$ cat config.mk
export PLATFORM = sky130hd
export DESIGN_NAME = pe_conv_sequencer_flat
export DESIGN_NICKNAME = d
export VERILOG_FILES = /design/src/rtl/pe_conv_sequencer_pkg.sv /design/src/rtl/pe_conv_sequencer_if.sv /design/src/rtl/pe_conv_sequencer_raster_counter.sv /design/src/rtl/pe_conv_sequencer.sv /design/src/flat_wrapper.sv
export SDC_FILE = /design/constraint.sdc
export NUM_CORES = 1
export LEC_CHECK = 0
export BUFFER_PORTS_ARGS = -buffer_cell sky130_fd_sc_hd__buf_2
export CORE_UTILIZATION = 58
export DETAILED_ROUTE_END_ITERATION = 10
export GPL_TIMING_DRIVEN = 0
export PLACE_DENSITY = 0.8
export SLEW_MARGIN = 25
export SYNTH_ARGS = -nofsm -noshare
export SYNTH_HDL_FRONTEND = slang
export SYNTH_SLANG_ARGS = --single-unit
$ cat constraint.sdc
create_clock -name clk -period 3.63 [get_ports clk]
set_clock_uncertainty 0.2 [all_clocks]
set_input_delay 0.363 -clock clk [delete_from_list [all_inputs] [get_ports clk]]
set_output_delay 0.363 -clock clk [all_outputs]
set_load 0.01 [all_outputs]
$ cat src/rtl/pe_conv_sequencer_pkg.sv
// Shared types and constants for the PE convolution sequencer: mux selects,
// FSM state encoding and default geometry.
package pe_conv_sequencer_pkg;

  localparam int KMAX_DEF  = 3;
  localparam int DIM_W_DEF = 8;
  localparam int DATA_W    = 8;

  typedef enum logic [1:0] {
    SEL_ZERO  = 2'd0,
    SEL_NEW   = 2'd1,
    SEL_SHIFT = 2'd2,
    SEL_HOLD  = 2'd3
  } pe_sel_t;

  typedef logic [2:0] state_t;

  localparam state_t ST_IDLE   = 3'd0;
  localparam state_t ST_CLR    = 3'd1;
  localparam state_t ST_LOAD_W = 3'd2;
  localparam state_t ST_STREAM = 3'd3;
  localparam state_t ST_DRAIN  = 3'd4;
  localparam state_t ST_DONE   = 3'd5;

  // Width of the weight-buffer index; never narrower than one bit.
  function automatic int idx_w(input int kmax);
    return (kmax * kmax > 1) ? $clog2(kmax * kmax) : 1;
  endfunction

endpackage

$ cat src/rtl/pe_conv_sequencer_if.sv
// Handshake and PE-control bundle between the sequencer (slave) and the
// surrounding array/stream logic (master).
interface pe_conv_sequencer_if
  import pe_conv_sequencer_pkg::*;
#(
  parameter int KMAX  = KMAX_DEF,
  parameter int DIM_W = DIM_W_DEF
);
  localparam int WIDX_W = idx_w(KMAX);

  logic              cfg_valid;
  logic              cfg_ready;
  logic [1:0]        cfg_k;
  logic [DIM_W-1:0]  cfg_w;
  logic [DIM_W-1:0]  cfg_h;
  logic              cfg_err;
  logic              abort;
  logic              wgt_valid;
  logic              wgt_ready;
  logic [WIDX_W-1:0] w_idx;
  logic              w_load;
  logic              w_clr;
  logic              pe_clr;
  logic              in_valid;
  logic              in_ready;
  pe_sel_t           pe_sel;
  logic              out_valid;
  logic              out_ready;
  logic [DIM_W-1:0]  out_row;
  logic [DIM_W-1:0]  out_col;
  logic              done;

  modport slave (
    input  cfg_valid, cfg_k, cfg_w, cfg_h, abort, wgt_valid, in_valid, out_ready,
    output cfg_ready, cfg_err, wgt_ready, w_idx, w_load, w_clr, pe_clr,
           in_ready, pe_sel, out_valid, out_row, out_col, done
  );

  modport master (
    output cfg_valid, cfg_k, cfg_w, cfg_h, abort, wgt_valid, in_valid, out_ready,
    input  cfg_ready, cfg_err, wgt_ready, w_idx, w_load, w_clr, pe_clr,
           in_ready, pe_sel, out_valid, out_row, out_col, done
  );

endinterface

$ cat src/rtl/pe_conv_sequencer_raster_counter.sv
// Raster position of the next pixel to enter the array, with end-of-image and
// complete-window flags for that position.
module raster_counter #(
  parameter int DIM_W = 8
) (
  input  logic             clk,
  input  logic             rst_n,
  input  logic             clr,
  input  logic             adv,
  input  logic [DIM_W-1:0] km1,
  input  logic [DIM_W-1:0] w,
  input  logic [DIM_W-1:0] h,
  output logic [DIM_W-1:0] col,
  output logic [DIM_W-1:0] row,
  output logic             last,
  output logic             win
);
  localparam logic [DIM_W-1:0] ONE = DIM_W'(1);

  always_ff @(posedge clk or negedge rst_n) begin
    if (!rst_n) begin
      col <= '0;
      row <= '0;
    end else if (clr) begin
      col <= '0;
      row <= '0;
    end else if (adv) begin
      if (col == w - ONE) begin
        col <= '0;
        row <= row + ONE;
      end else begin
        col <= col + ONE;
      end
    end
  end

  assign last = (row == h - ONE) && (col == w - ONE);
  assign win  = (row >= km1) && (col >= km1);

endmodule

$ cat src/rtl/pe_conv_sequencer.sv
// Job sequencer for the PE convolution array: config check, weight load,
// pixel streaming with backpressure and complete-window flagging.
module pe_conv_sequencer
  import pe_conv_sequencer_pkg::*;
#(
  parameter int KMAX  = KMAX_DEF,
  parameter int DIM_W = DIM_W_DEF
) (
  input logic                clk,
  input logic                rst_n,
  pe_conv_sequencer_if.slave bus
);
  localparam int WIDX_W = idx_w(KMAX);
  localparam logic [DIM_W-1:0] ONE = DIM_W'(1);

  state_t            state, state_nx;
  logic [1:0]        k_q;
  logic [DIM_W-1:0]  w_q, h_q;
  logic [WIDX_W-1:0] w_idx_q;
  logic              err_q, abort_clr_q;
  logic              vld_p1;
  logic [DIM_W-1:0]  row_p1, col_p1;

  logic [DIM_W-1:0]  cfg_k_ext, km1, col, row;
  logic [3:0]        kk;
  logic [WIDX_W-1:0] kk_m1;
  logic              cfg_bad, abort_any, wgt_hs, in_rdy, accept, out_hs;
  logic              last, win, raster_clr;
  pe_sel_t           pe_sel_c;

  assign cfg_k_ext = DIM_W'(bus.cfg_k);
  assign cfg_bad   = (bus.cfg_k == 2'd0) || (int'(bus.cfg_k) > KMAX) ||
                     (bus.cfg_w < cfg_k_ext) || (bus.cfg_h < cfg_k_ext);

  assign km1   = DIM_W'(k_q) - ONE;
  assign kk    = {2'b00, k_q} * {2'b00, k_q};
  assign kk_m1 = WIDX_W'(kk - 4'd1);

  assign abort_any = bus.abort && (state != ST_IDLE);
  assign wgt_hs    = bus.wgt_valid && (state == ST_LOAD_W);
  // A window waiting on the consumer blocks the next shift so P stays intact.
  assign in_rdy    = (state == ST_STREAM) && !(vld_p1 && !bus.out_ready);
  assign accept    = bus.in_valid && in_rdy;
  assign out_hs    = vld_p1 && bus.out_ready;
  assign raster_clr = (state == ST_CLR) || abort_any;

  raster_counter #(.DIM_W(DIM_W)) u_raster (
    .clk  (clk),
    .rst_n(rst_n),
    .clr  (raster_clr),
    .adv  (accept),
    .km1  (km1),
    .w    (w_q),
    .h    (h_q),
    .col  (col),
    .row  (row),
    .last (last),
    .win  (win)
  );

  always_comb begin
    state_nx = state;
    case (state)
      ST_IDLE:   if (bus.cfg_valid && !cfg_bad) state_nx = ST_CLR;
      ST_CLR:    state_nx = ST_LOAD_W;
      ST_LOAD_W: if (wgt_hs && (w_idx_q == kk_m1)) state_nx = ST_STREAM;
      ST_STREAM: if (accept && last) state_nx = ST_DRAIN;
      ST_DRAIN:  if (out_hs) state_nx = ST_DONE;
      ST_DONE:   state_nx = ST_IDLE;
      default:   state_nx = ST_IDLE;
    endcase
    if (abort_any) state_nx = ST_IDLE;
  end

  always_ff @(posedge clk or negedge rst_n) begin
    if (!rst_n) begin
      state       <= ST_IDLE;
      k_q         <= '0;
      w_q         <= '0;
      h_q         <= '0;
      err_q       <= 1'b0;
      abort_clr_q <= 1'b0;
      w_idx_q     <= '0;
    end else begin
      state       <= state_nx;
      err_q       <= (state == ST_IDLE) && bus.cfg_valid && cfg_bad;
      abort_clr_q <= abort_any;
      if ((state == ST_IDLE) && bus.cfg_valid) begin
        k_q <= bus.cfg_k;
        w_q <= bus.cfg_w;
        h_q <= bus.cfg_h;
      end
      if (abort_any) w_idx_q <= '0;
      else if (wgt_hs) w_idx_q <= (w_idx_q == kk_m1) ? '0 : w_idx_q + WIDX_W'(1);
    end
  end

  // p1: PE products settle one cycle after the completing pixel is shifted in.
  always_ff @(posedge clk or negedge rst_n) begin
    if (!rst_n) begin
      vld_p1 <= 1'b0;
      row_p1 <= '0;
      col_p1 <= '0;
    end else if (abort_any) begin
      vld_p1 <= 1'b0;
      row_p1 <= '0;
      col_p1 <= '0;
    end else if (accept && win) begin
      vld_p1 <= 1'b1;
      row_p1 <= row - km1;
      col_p1 <= col - km1;
    end else if (out_hs) begin
      vld_p1 <= 1'b0;
    end
  end

  always_comb begin
    pe_sel_c = SEL_HOLD;
    if (state == ST_CLR) pe_sel_c = SEL_ZERO;
    else if (accept)     pe_sel_c = SEL_SHIFT;
  end

  assign bus.cfg_ready = (state == ST_IDLE);
  assign bus.cfg_err   = err_q;
  assign bus.wgt_ready = (state == ST_LOAD_W);
  assign bus.w_idx     = w_idx_q;
  assign bus.w_load    = wgt_hs;
  assign bus.w_clr     = (state == ST_CLR);
  assign bus.pe_clr    = (state == ST_CLR) || (state == ST_DONE) || abort_clr_q;
  assign bus.in_ready  = in_rdy;
  assign bus.pe_sel    = pe_sel_c;
  assign bus.out_valid = vld_p1;
  assign bus.out_row   = row_p1;
  assign bus.out_col   = col_p1;
  assign bus.done      = (state == ST_DONE);

endmodule

$ cat src/flat_wrapper.sv
// flat-port wrapper written by rule: the top's interface ports become plain ports
module pe_conv_sequencer_flat import pe_conv_sequencer_pkg::*;
#(
  parameter int KMAX  = KMAX_DEF,
  parameter int DIM_W = DIM_W_DEF
)
  (clk, rst_n, bus_cfg_valid, bus_cfg_k, bus_cfg_w, bus_cfg_h, bus_abort, bus_wgt_valid, bus_in_valid, bus_out_ready, bus_cfg_ready, bus_cfg_err, bus_wgt_ready, bus_w_idx, bus_w_load, bus_w_clr, bus_pe_clr, bus_in_ready, bus_pe_sel, bus_out_valid, bus_out_row, bus_out_col, bus_done);
  pe_conv_sequencer_if #(.KMAX(KMAX), .DIM_W(DIM_W)) bus_i ();
  input logic clk;
  input logic rst_n;
  input wire logic [$bits(bus_i.cfg_valid)-1:0] bus_cfg_valid;
  input wire logic [$bits(bus_i.cfg_k)-1:0] bus_cfg_k;
  input wire logic [$bits(bus_i.cfg_w)-1:0] bus_cfg_w;
  input wire logic [$bits(bus_i.cfg_h)-1:0] bus_cfg_h;
  input wire logic [$bits(bus_i.abort)-1:0] bus_abort;
  input wire logic [$bits(bus_i.wgt_valid)-1:0] bus_wgt_valid;
  input wire logic [$bits(bus_i.in_valid)-1:0] bus_in_valid;
  input wire logic [$bits(bus_i.out_ready)-1:0] bus_out_ready;
  output wire logic [$bits(bus_i.cfg_ready)-1:0] bus_cfg_ready;
  output wire logic [$bits(bus_i.cfg_err)-1:0] bus_cfg_err;
  output wire logic [$bits(bus_i.wgt_ready)-1:0] bus_wgt_ready;
  output wire logic [$bits(bus_i.w_idx)-1:0] bus_w_idx;
  output wire logic [$bits(bus_i.w_load)-1:0] bus_w_load;
  output wire logic [$bits(bus_i.w_clr)-1:0] bus_w_clr;
  output wire logic [$bits(bus_i.pe_clr)-1:0] bus_pe_clr;
  output wire logic [$bits(bus_i.in_ready)-1:0] bus_in_ready;
  output wire logic [$bits(bus_i.pe_sel)-1:0] bus_pe_sel;
  output wire logic [$bits(bus_i.out_valid)-1:0] bus_out_valid;
  output wire logic [$bits(bus_i.out_row)-1:0] bus_out_row;
  output wire logic [$bits(bus_i.out_col)-1:0] bus_out_col;
  output wire logic [$bits(bus_i.done)-1:0] bus_done;
  assign bus_i.cfg_valid = bus_cfg_valid;
  assign bus_i.cfg_k = bus_cfg_k;
  assign bus_i.cfg_w = bus_cfg_w;
  assign bus_i.cfg_h = bus_cfg_h;
  assign bus_i.abort = bus_abort;
  assign bus_i.wgt_valid = bus_wgt_valid;
  assign bus_i.in_valid = bus_in_valid;
  assign bus_i.out_ready = bus_out_ready;
  assign bus_cfg_ready = bus_i.cfg_ready;
  assign bus_cfg_err = bus_i.cfg_err;
  assign bus_wgt_ready = bus_i.wgt_ready;
  assign bus_w_idx = bus_i.w_idx;
  assign bus_w_load = bus_i.w_load;
  assign bus_w_clr = bus_i.w_clr;
  assign bus_pe_clr = bus_i.pe_clr;
  assign bus_in_ready = bus_i.in_ready;
  assign bus_pe_sel = bus_i.pe_sel;
  assign bus_out_valid = bus_i.out_valid;
  assign bus_out_row = bus_i.out_row;
  assign bus_out_col = bus_i.out_col;
  assign bus_done = bus_i.done;
  pe_conv_sequencer #(.KMAX(KMAX), .DIM_W(DIM_W)) u_core (.clk(clk), .rst_n(rst_n), .bus(bus_i));
endmodule
==> run_results.csv, run 1 <==
group,metric,value,unit
cts,cts_buffers,9,
floorplanning,die_area,0.00750,mm2
floorplanning,ioPinCount,56,
drt,wl_per_cell,15.8,um
synthesis,netlist_instances,450,
setup_path,cp_top_family,"buffers and inverters",
cts,clock_latency,0.35,ns
setup_path,worst_r2r_endpoint,"u_core.bus.out_col[7]",
timing,tightest_slew,0.775,ns
pwr,p_leak,2.22,nW
run,drv_cap,0,
pwr,powerDensity,783,mW/mm2
pwr,total_power,3.72,mW
timing,fin_crit_sh,87.7,%
setup_path,cpPeakStageDelay,0.39,ns
floorplanning,die_w,86.6,um
setup_path,crit_path_max_fanout,12,
finish,final_core_util,69.2,%
synthesis,synth-main-ff-cell,"dfrtp_1",
cts,cts_setup_buffers,0,
drt,wirelength,9760,um
placement,port_buffers,55,
drt,firstDrtPassIters,5,
floorplanning,core_area,0.00687,mm2
finish,layout.nets,569,
synthesis,ys_types,58,
timing,timing.fmax,0.314,GHz
setup_path,rr_startpoint,"u_core.k_q[0]",
timing,setup_viol,0,
synthesis,ys_ff_latch,60,
setup_path,worstPathCellList,"inv_1, ha_1, inv_1, ha_1, a211oi_1, o21bai_1, nor4b_1, a311oi_1, buf_2, nand2b_1, a21oi_1",
timing,finalCriticalPeriod,3.18,ns
min_path,hold_class,"input port to flip-flop",
cts,h-tree-depth,3,
grt,globalRouteTotalUtil,27.5,%
setup_path,cp-start-kind,"flip-flop",
pwr,ir_worst_vdd,0.000416,V
floorplanning,die_height,86.6,um
placement,place_congestion,0.933,
timing,relSlewSlack,48.3,%
placement,hpwl,7270,um
drt,drt_iter0_drc,249,
setup_path,endpoint_kind,"flip-flop",
cts,cts_tree,"done",
synthesis,synth_top_area_share,36.2,%
setup_path,crit_arrival,3.25,ns
setup_path,path_class,"flip-flop to flip-flop",
finish,antennaDiodeCount,0,
cts,root_buffer,"clkbuf_8",
drt,vias,3674,
cts,clock_path_buffers,2,
drt,ant_nets,0,
grt,antenna_found_initial,0,
timing,rsz0062_at_grt,"no",
synthesis,yosysTopAreaCell,"dfrtp_1",
synthesis,ys_warn_count,0,
placement,placed_cell_area,0.00455,mm2
setup_path,r2r_cells,11,
synthesis,synth_edf_count,0,
finish,fin_area,0.00475,mm2
synthesis,synth_area,0.00415,mm2
outcome,status,"finished clean",
synthesis,async_flop_share,100,%
grt,grt_first_pass_wirelength,15700,um
floorplanning,placementRows,30,
cts,post_cts_resized,0,
synthesis,synth_nets,502,
cts,ctsHoldBuffers,1,
floorplanning,start_util,60.4,%
timing,hold_viol_final,0,
grt,first_global_vias,3331,
grt,globalRouteOverflowTotal,0,
cts,cts.clk_slew.worst_paths,0.08,ns
setup_path,rrSetupSlack,0.45,ns
synthesis,seq_area_frac_synth,36.2,%
cts,cts.sinks,60,
setup_path,critPathCapture,"u_core.bus.out_col[7]",
setup_path,required,3.69,ns
synthesis,syn-mean-instance-area,9.23,um2
finish,drive_gt1_share,20.1,%
setup_path,cpMaxStageDelayCell,"dfrtp_1",
setup_path,cp-startpoint,"u_core.k_q[0]",
drt,remaining_drc_errors,0,
timing,final_max_slew_viol_count,0,
timing,fin_tns_setup,0,ns
grt,grt_start_max_net_pins,61,
setup_path,crit_buf_inv,3,
finish,syn_to_final_growth,14.5,%
setup_path,crit_cells,11,
synthesis,yosys-top-cells-area,"dfrtp_1 (36%), ha_1 (7.5%), mux2i_1 (4.3%)",
drt,via_per_inst,5.94,
[worst min-delay path by stage]
stage	from	slack, ns	to	cells past startpoint
floorplan	rst_n	-0.13	u_core.abort_clr_q	0
global placement	u_core.bus.out_row[5]	0.30	u_core.bus.out_row[5]	2
detailed placement	rst_n	0.30	u_core.bus.out_col[3]	1
CTS	bus_cfg_h[0]	0.02	u_core.h_q[0]	3
global route	bus_cfg_h[0]	0.03	u_core.h_q[0]	3
finish	bus_cfg_h[0]	0.03	u_core.h_q[0]	3
[where the power goes]
part / internal, mW / total, mW / switching [mW]
sequential: 0.825 / 1.04 / 0.218
clock: 0.317 / 0.616 / 0.298
combinational: 0.908 / 2.06 / 1.15
[registers in the layout, indices dropped and copies added (netlist names)]
signal	count
u_core.state	3
u_core.bus.out_row	8
u_core.u_raster.col	8
u_core.bus.out_valid	1
u_core.k_q	2
u_core.bus.out_col	8
u_core.u_raster.row	8
u_core.w_q	8
u_core.bus.w_idx	4
u_core.abort_clr_q	1
u_core.h_q	8
u_core.bus.cfg_err	1
[layout by cell type (no fill, tap or decap), types with 7 or more instances in the layout]
master,n
xnor2_1,16
nand2b_1,13
and3_1,7
nand2_1,37
a21o_1,7
nand3_1,10
o21ai_0,26
mux2i_1,18
nor3_1,11
buf_2,59
ha_1,25
a21oi_1,24
inv_1,21
nor2b_1,10
mux2_2,12
clkbuf_8,10
nor2_1,41
xor2_1,12
dfrtp_1,60
[through the flow]
stage | cells | setup WS (ns) | hold WS (ns)
finish | 618 | 0.446 | 0.0313
global route | 618 | 0.298 | 0.0339
CTS | 618 | 0.476 | 0.0241
detailed placement | 601 | 0.489 | 0.295
global placement | 601 | 0.583 | 0.301
floorplan | 450 | 0.943 | -0.133
[cell type report]
type                            count  area [um2]
Multi-Input combinational cell    356        2500
Timing Repair Buffer               56         288
Clock inverter                      6        65.1
Sequential cell                    60        1500
Buffer                             13        72.6
Inverter                           21        78.8
Tap cell                           96         120
Clock buffer                       10         128
Fill cell                         562        2120
[cell families after synthesis]
| logic type | share of synthesized area, % |
|---|---|
| mux | 7.59 |
| simple gates | 23.7 |
| fa+ha+maj | 8.50 |
| xor+xnor | 5.91 |
| buf+inv | 3.65 |
| compound gates | 14.5 |
| flops | 36.2 |
[synth_stat cells (6+ instances only)]
| master | count |
|---|---|
| dfrtp_1 | 60 |
| nor2_1 | 41 |
| nand2_1 | 37 |
| o21ai_0 | 26 |
| ha_1 | 25 |
| a21oi_1 | 24 |
| inv_1 | 21 |
| mux2i_1 | 18 |
| xnor2_1 | 16 |
| nand2b_1 | 13 |
| mux2_2 | 12 |
| xor2_1 | 12 |
| nor3_1 | 11 |
| nand3_1 | 10 |
| nor2b_1 | 10 |
| a21o_1 | 7 |
| and3_1 | 7 |
| nand3b_1 | 6 |
[worst reg2reg max path, delay by kind of cell (launching register included)]
kind	cells	cell delay [ns]
DFF	1	0.39
adders and majority gates	2	0.59
and+or+nand+nor	2	0.53
AOI/OAI and AO/OA	4	0.67
buffers and inverters	3	0.71
[routing by layer]
| metal | global-route usage [%] | part of all wire, % | wire length [um] | vias up |
|---|---|---|---|---|
| met5 | 0 | 0 | 0 | - |
| li1 | - | - | - | 1752 |
| met1 | 37.0 | 45 | 4350 | 1791 |
| met4 | 11.2 | 2.1 | 204 | 0 |
| met2 | 43.6 | 48 | 4670 | 114 |
| met3 | 5.33 | 5.4 | 525 | 17 |
Power figures use the tool's default switching activity.
==> run 2, diff against run 1 <==
--- a/config.mk
+++ b/config.mk
@@ -5,12 +5,14 @@
 export SDC_FILE = /design/constraint.sdc
 export NUM_CORES = 1
 export LEC_CHECK = 0
+export ABC_AREA = 1
 export BUFFER_PORTS_ARGS = -buffer_cell sky130_fd_sc_hd__buf_2
-export CORE_UTILIZATION = 58
+export CORE_UTILIZATION = 59
 export DETAILED_ROUTE_END_ITERATION = 10
 export GPL_TIMING_DRIVEN = 0
-export PLACE_DENSITY = 0.8
+export PLACE_DENSITY = 0.81
 export SLEW_MARGIN = 25
 export SYNTH_ARGS = -nofsm -noshare
 export SYNTH_HDL_FRONTEND = slang
+export SYNTH_HIERARCHICAL = 1
 export SYNTH_SLANG_ARGS = --single-unit
==> run 2 against run 1 <==
Net effect:
- flip-flop and latch count unchanged
- combinational power increased by 13%
- highest routed layer unchanged
- first-iteration DRC count decreased by 16%
- sequential share of layout area decreased by 3.1 points
- sequential power about the same
- synthesized cell count increased by 35%
- maximum frequency increased by 3.8%
- critical endpoint is now u_core/bus.out_col[2]
- global-route usage decreased by 0.82 points
- clock power about the same
==> run_results.csv, run 2 <==
group,metric,value,unit
pwr,total_power,3.98,mW
min_path,min_path_cells,2,
cts,clock_latency,0.34,ns
pwr,ir_worst_vdd,0.000458,V
finish,drive_gt1_share,19.4,%
timing,fin_crit_sh,84.5,%
synthesis,ys_ff_latch,60,
timing,setup_viol,0,
drt,wl_per_cell,12.8,um
run,drv_cap,0,
pwr,p_comb_share,58.7,%
synthesis,ys_types,44,
synthesis,synth_area,0.00466,mm2
floorplanning,die_w,90.9,um
pwr,p_leak,2.88,nW
synthesis,synth_edf_count,0,
finish,mostFrequentLayoutCell,"nand2_1",
placement,place_congestion,0.899,
synthesis,yosysTopAreaCell,"dfrtp_1",
synthesis,ys_warn_count,6,
finish,antennaDiodeCount,0,
cts,cts.sinks,60,
setup_path,crit_arrival,3.10,ns
drt,vias,4192,
timing,tightest_slew,0.748,ns
timing,finalCriticalPeriod,3.07,ns
timing,hold_viol_final,0,
setup_path,required,3.66,ns
finish,layout_common_cells,"nand2_1 (161), inv_1 (78), dfrtp_1 (60), buf_2 (58), nor2_1 (44)",
synthesis,seq_area_frac_synth,32.2,%
pwr,power.internal,2.06,mW
synthesis,async_flop_share,100,%
synthesis,yosys-top-cells-area,"dfrtp_1 (32%), nand2_1 (13%), ha_1 (10%)",
finish,layout.nets,741,
drt,wirelength,10000,um
cts,cts_tree,"done",
min_path,hold_class,"input port to flip-flop",
setup_path,r2r_cells,16,
synthesis,synth-main-ff-cell,"dfrtp_1",
pwr,powerDensity,753,mW/mm2
floorplanning,start_util,60.6,%
cts,cts_buffers,9,
cts,clock_path_buffers,2,
timing,relSlewSlack,50.1,%
grt,globalRouteTotalUtil,26.7,%
synthesis,synth_nets,674,
synthesis,syn-mean-instance-area,7.66,um2
placement,port_buffers,55,
grt,globalRouteOverflowTotal,0,
drt,ant_nets,0,
drt,remaining_drc_errors,0,
cts,root_buffer,"clkbuf_8",
synthesis,netlist_instances,608,
pwr,netSwitchingFraction,48.2,%
finish,syn_to_final_growth,13.3,%
drt,via_per_inst,5.36,
pwr,seq_power_share,25.9,%
synthesis,synth_top_area_share,32.2,%
grt,antenna_found_initial,0,
grt,first_global_vias,4135,
timing,worst_hold_slack,0.0543,ns
synthesis,yosys-top-cells-count,"nand2_1 (161), inv_1 (78), dfrtp_1 (60)",
grt,grt_first_pass_wirelength,17700,um
drt,firstDrtPassIters,4,
floorplanning,core_area,0.00769,mm2
timing,fin_tns_setup,0,ns
floorplanning,die_area,0.00825,mm2
setup_path,cp-start-kind,"flip-flop",
setup_path,path_class,"flip-flop to flip-flop",
setup_path,endpoint_kind,"flip-flop",
placement,hpwl,7830,um
timing,final_max_slew_viol_count,0,
pwr,pwr-share-clk,15.4,%
pwr,netSwitchingPower,1.92,mW
cts,cts_setup_buffers,0,
floorplanning,ioPinCount,56,
cts,h-tree-depth,3,
timing,rsz0062_at_grt,"no",
synthesis,synth_most_common_cell,"nand2_1",
floorplanning,placementRows,32,
timing,timing.fmax,0.326,GHz
cts,cts.clk_slew.worst_paths,0.07,ns
setup_path,crit_path_max_fanout,10,
outcome,status,"finished clean",
floorplanning,die_height,90.9,um
grt,grt_start_max_net_pins,61,
drt,drt_iter0_drc,210,
-- run 2: cell types whose count changed in the layout (fill, tap and decap cells not counted), sizes merged, moves of 6 or more --
cell | previous run | this run
nand2 | 37 | 172
inv | 21 | 88
nand3 | 10 | 46
mux2i | 18 | 0
ha | 25 | 39
nand2b | 13 | 0
nor2 | 41 | 52
nand4 | 3 | 13
nor2b | 10 | 0
and3 | 7 | 0
nor3 | 12 | 6
nor3b | 7 | 1
or4 | 6 | 0
-- run 2: logic make-up after synthesis --
| logic type | share of synthesized area, % |
|---|---|
| compound gates | 10.1 |
| mux | 2.42 |
| fa+ha+maj | 11.3 |
| buf+inv | 8.62 |
| simple gates | 29.4 |
| flops | 32.2 |
| xor+xnor | 5.94 |
-- run 2: final cells by class --
class                      count  area, um2
buffer                         8       66.3
clock buffer                  13        159
clock inverter                 3       45.0
fill                         645       2410
inverter                      88        335
multi-input combinational    452       2760
sequential                    60       1500
tap                          102        128
timing repair buffer          56        288
-- run 2: metrics by stage --
stage	worst slack (ns)	area (um2)	instances	util, %
final	0.562	5280	782	68.7
after global routing	0.282	5280	782	68.7
after CTS	0.593	5280	782	68.7
after detailed placement	0.646	5060	765	65.9
after global placement	0.675	5060	765	65.8
after floorplan	1.09	4660	608	-
-- run 2: worst paths after layout --
check	from	slack [ns]	endpoint
worst max-delay path	u_core/k_q[0]	0.56	u_core/bus.out_col[2]
worst min-delay path	bus_cfg_w[5]	0.05	u_core/w_q[5]
worst max register to register	u_core/k_q[0]	0.56	u_core/bus.out_col[2]
worst min register to register	u_core/bus.out_col[1]	0.27	u_core/bus.out_col[1]
max in group asynchronous	rst_n	2.30	u_core/h_q[5]
min in group asynchronous	rst_n	0.43	u_core/bus.out_col[6]
-- run 2: per-layer routing --
metal	track usage, %	vias to the layer above	part of all wire (%)	routed length [um]
met1	30.7	1947	42	4210
met2	47.9	115	50	5030
li1	-	2104	-	-
met3	4.38	26	4.7	472
met5	0	-	0	0
met4	12.6	0	2.8	284
-- run 2: critical path, cell delays in order, from the launching register on --
cell and delay, ns:
dfrtp_1 0.38, inv_1 0.25, ha_1 0.42, inv_1 0.15
ha_1 0.32, nand2_1 0.07, nor2_1 0.17, nand4_1 0.12
o2111ai_1 0.16, nand2_1 0.08, inv_1 0.12, nand2_4 0.10
nand2_2 0.07, inv_2 0.08, buf_6 0.14, nand2_1 0.07
o21ai_2 0.05
-- run 2: power by group through the flow --
| stage | clock network [mW] | logic (mW) | registers (mW) |
|---|---|---|---|
| after detailed placement | 0 | 2.30 | 1.04 |
| after global routing | 0.656 | 2.64 | 1.06 |
| after floorplan | 0 | 1.81 | 1.00 |
| after global placement | 0 | 2.19 | 1.03 |
| final | 0.613 | 2.33 | 1.03 |
| after CTS | 0.626 | 2.32 | 1.03 |
-- run 2: what timing repair did --
action	CTS	global route
hold endpoints to repair	60	0
hold buffers	1	0
resized for setup	0	0
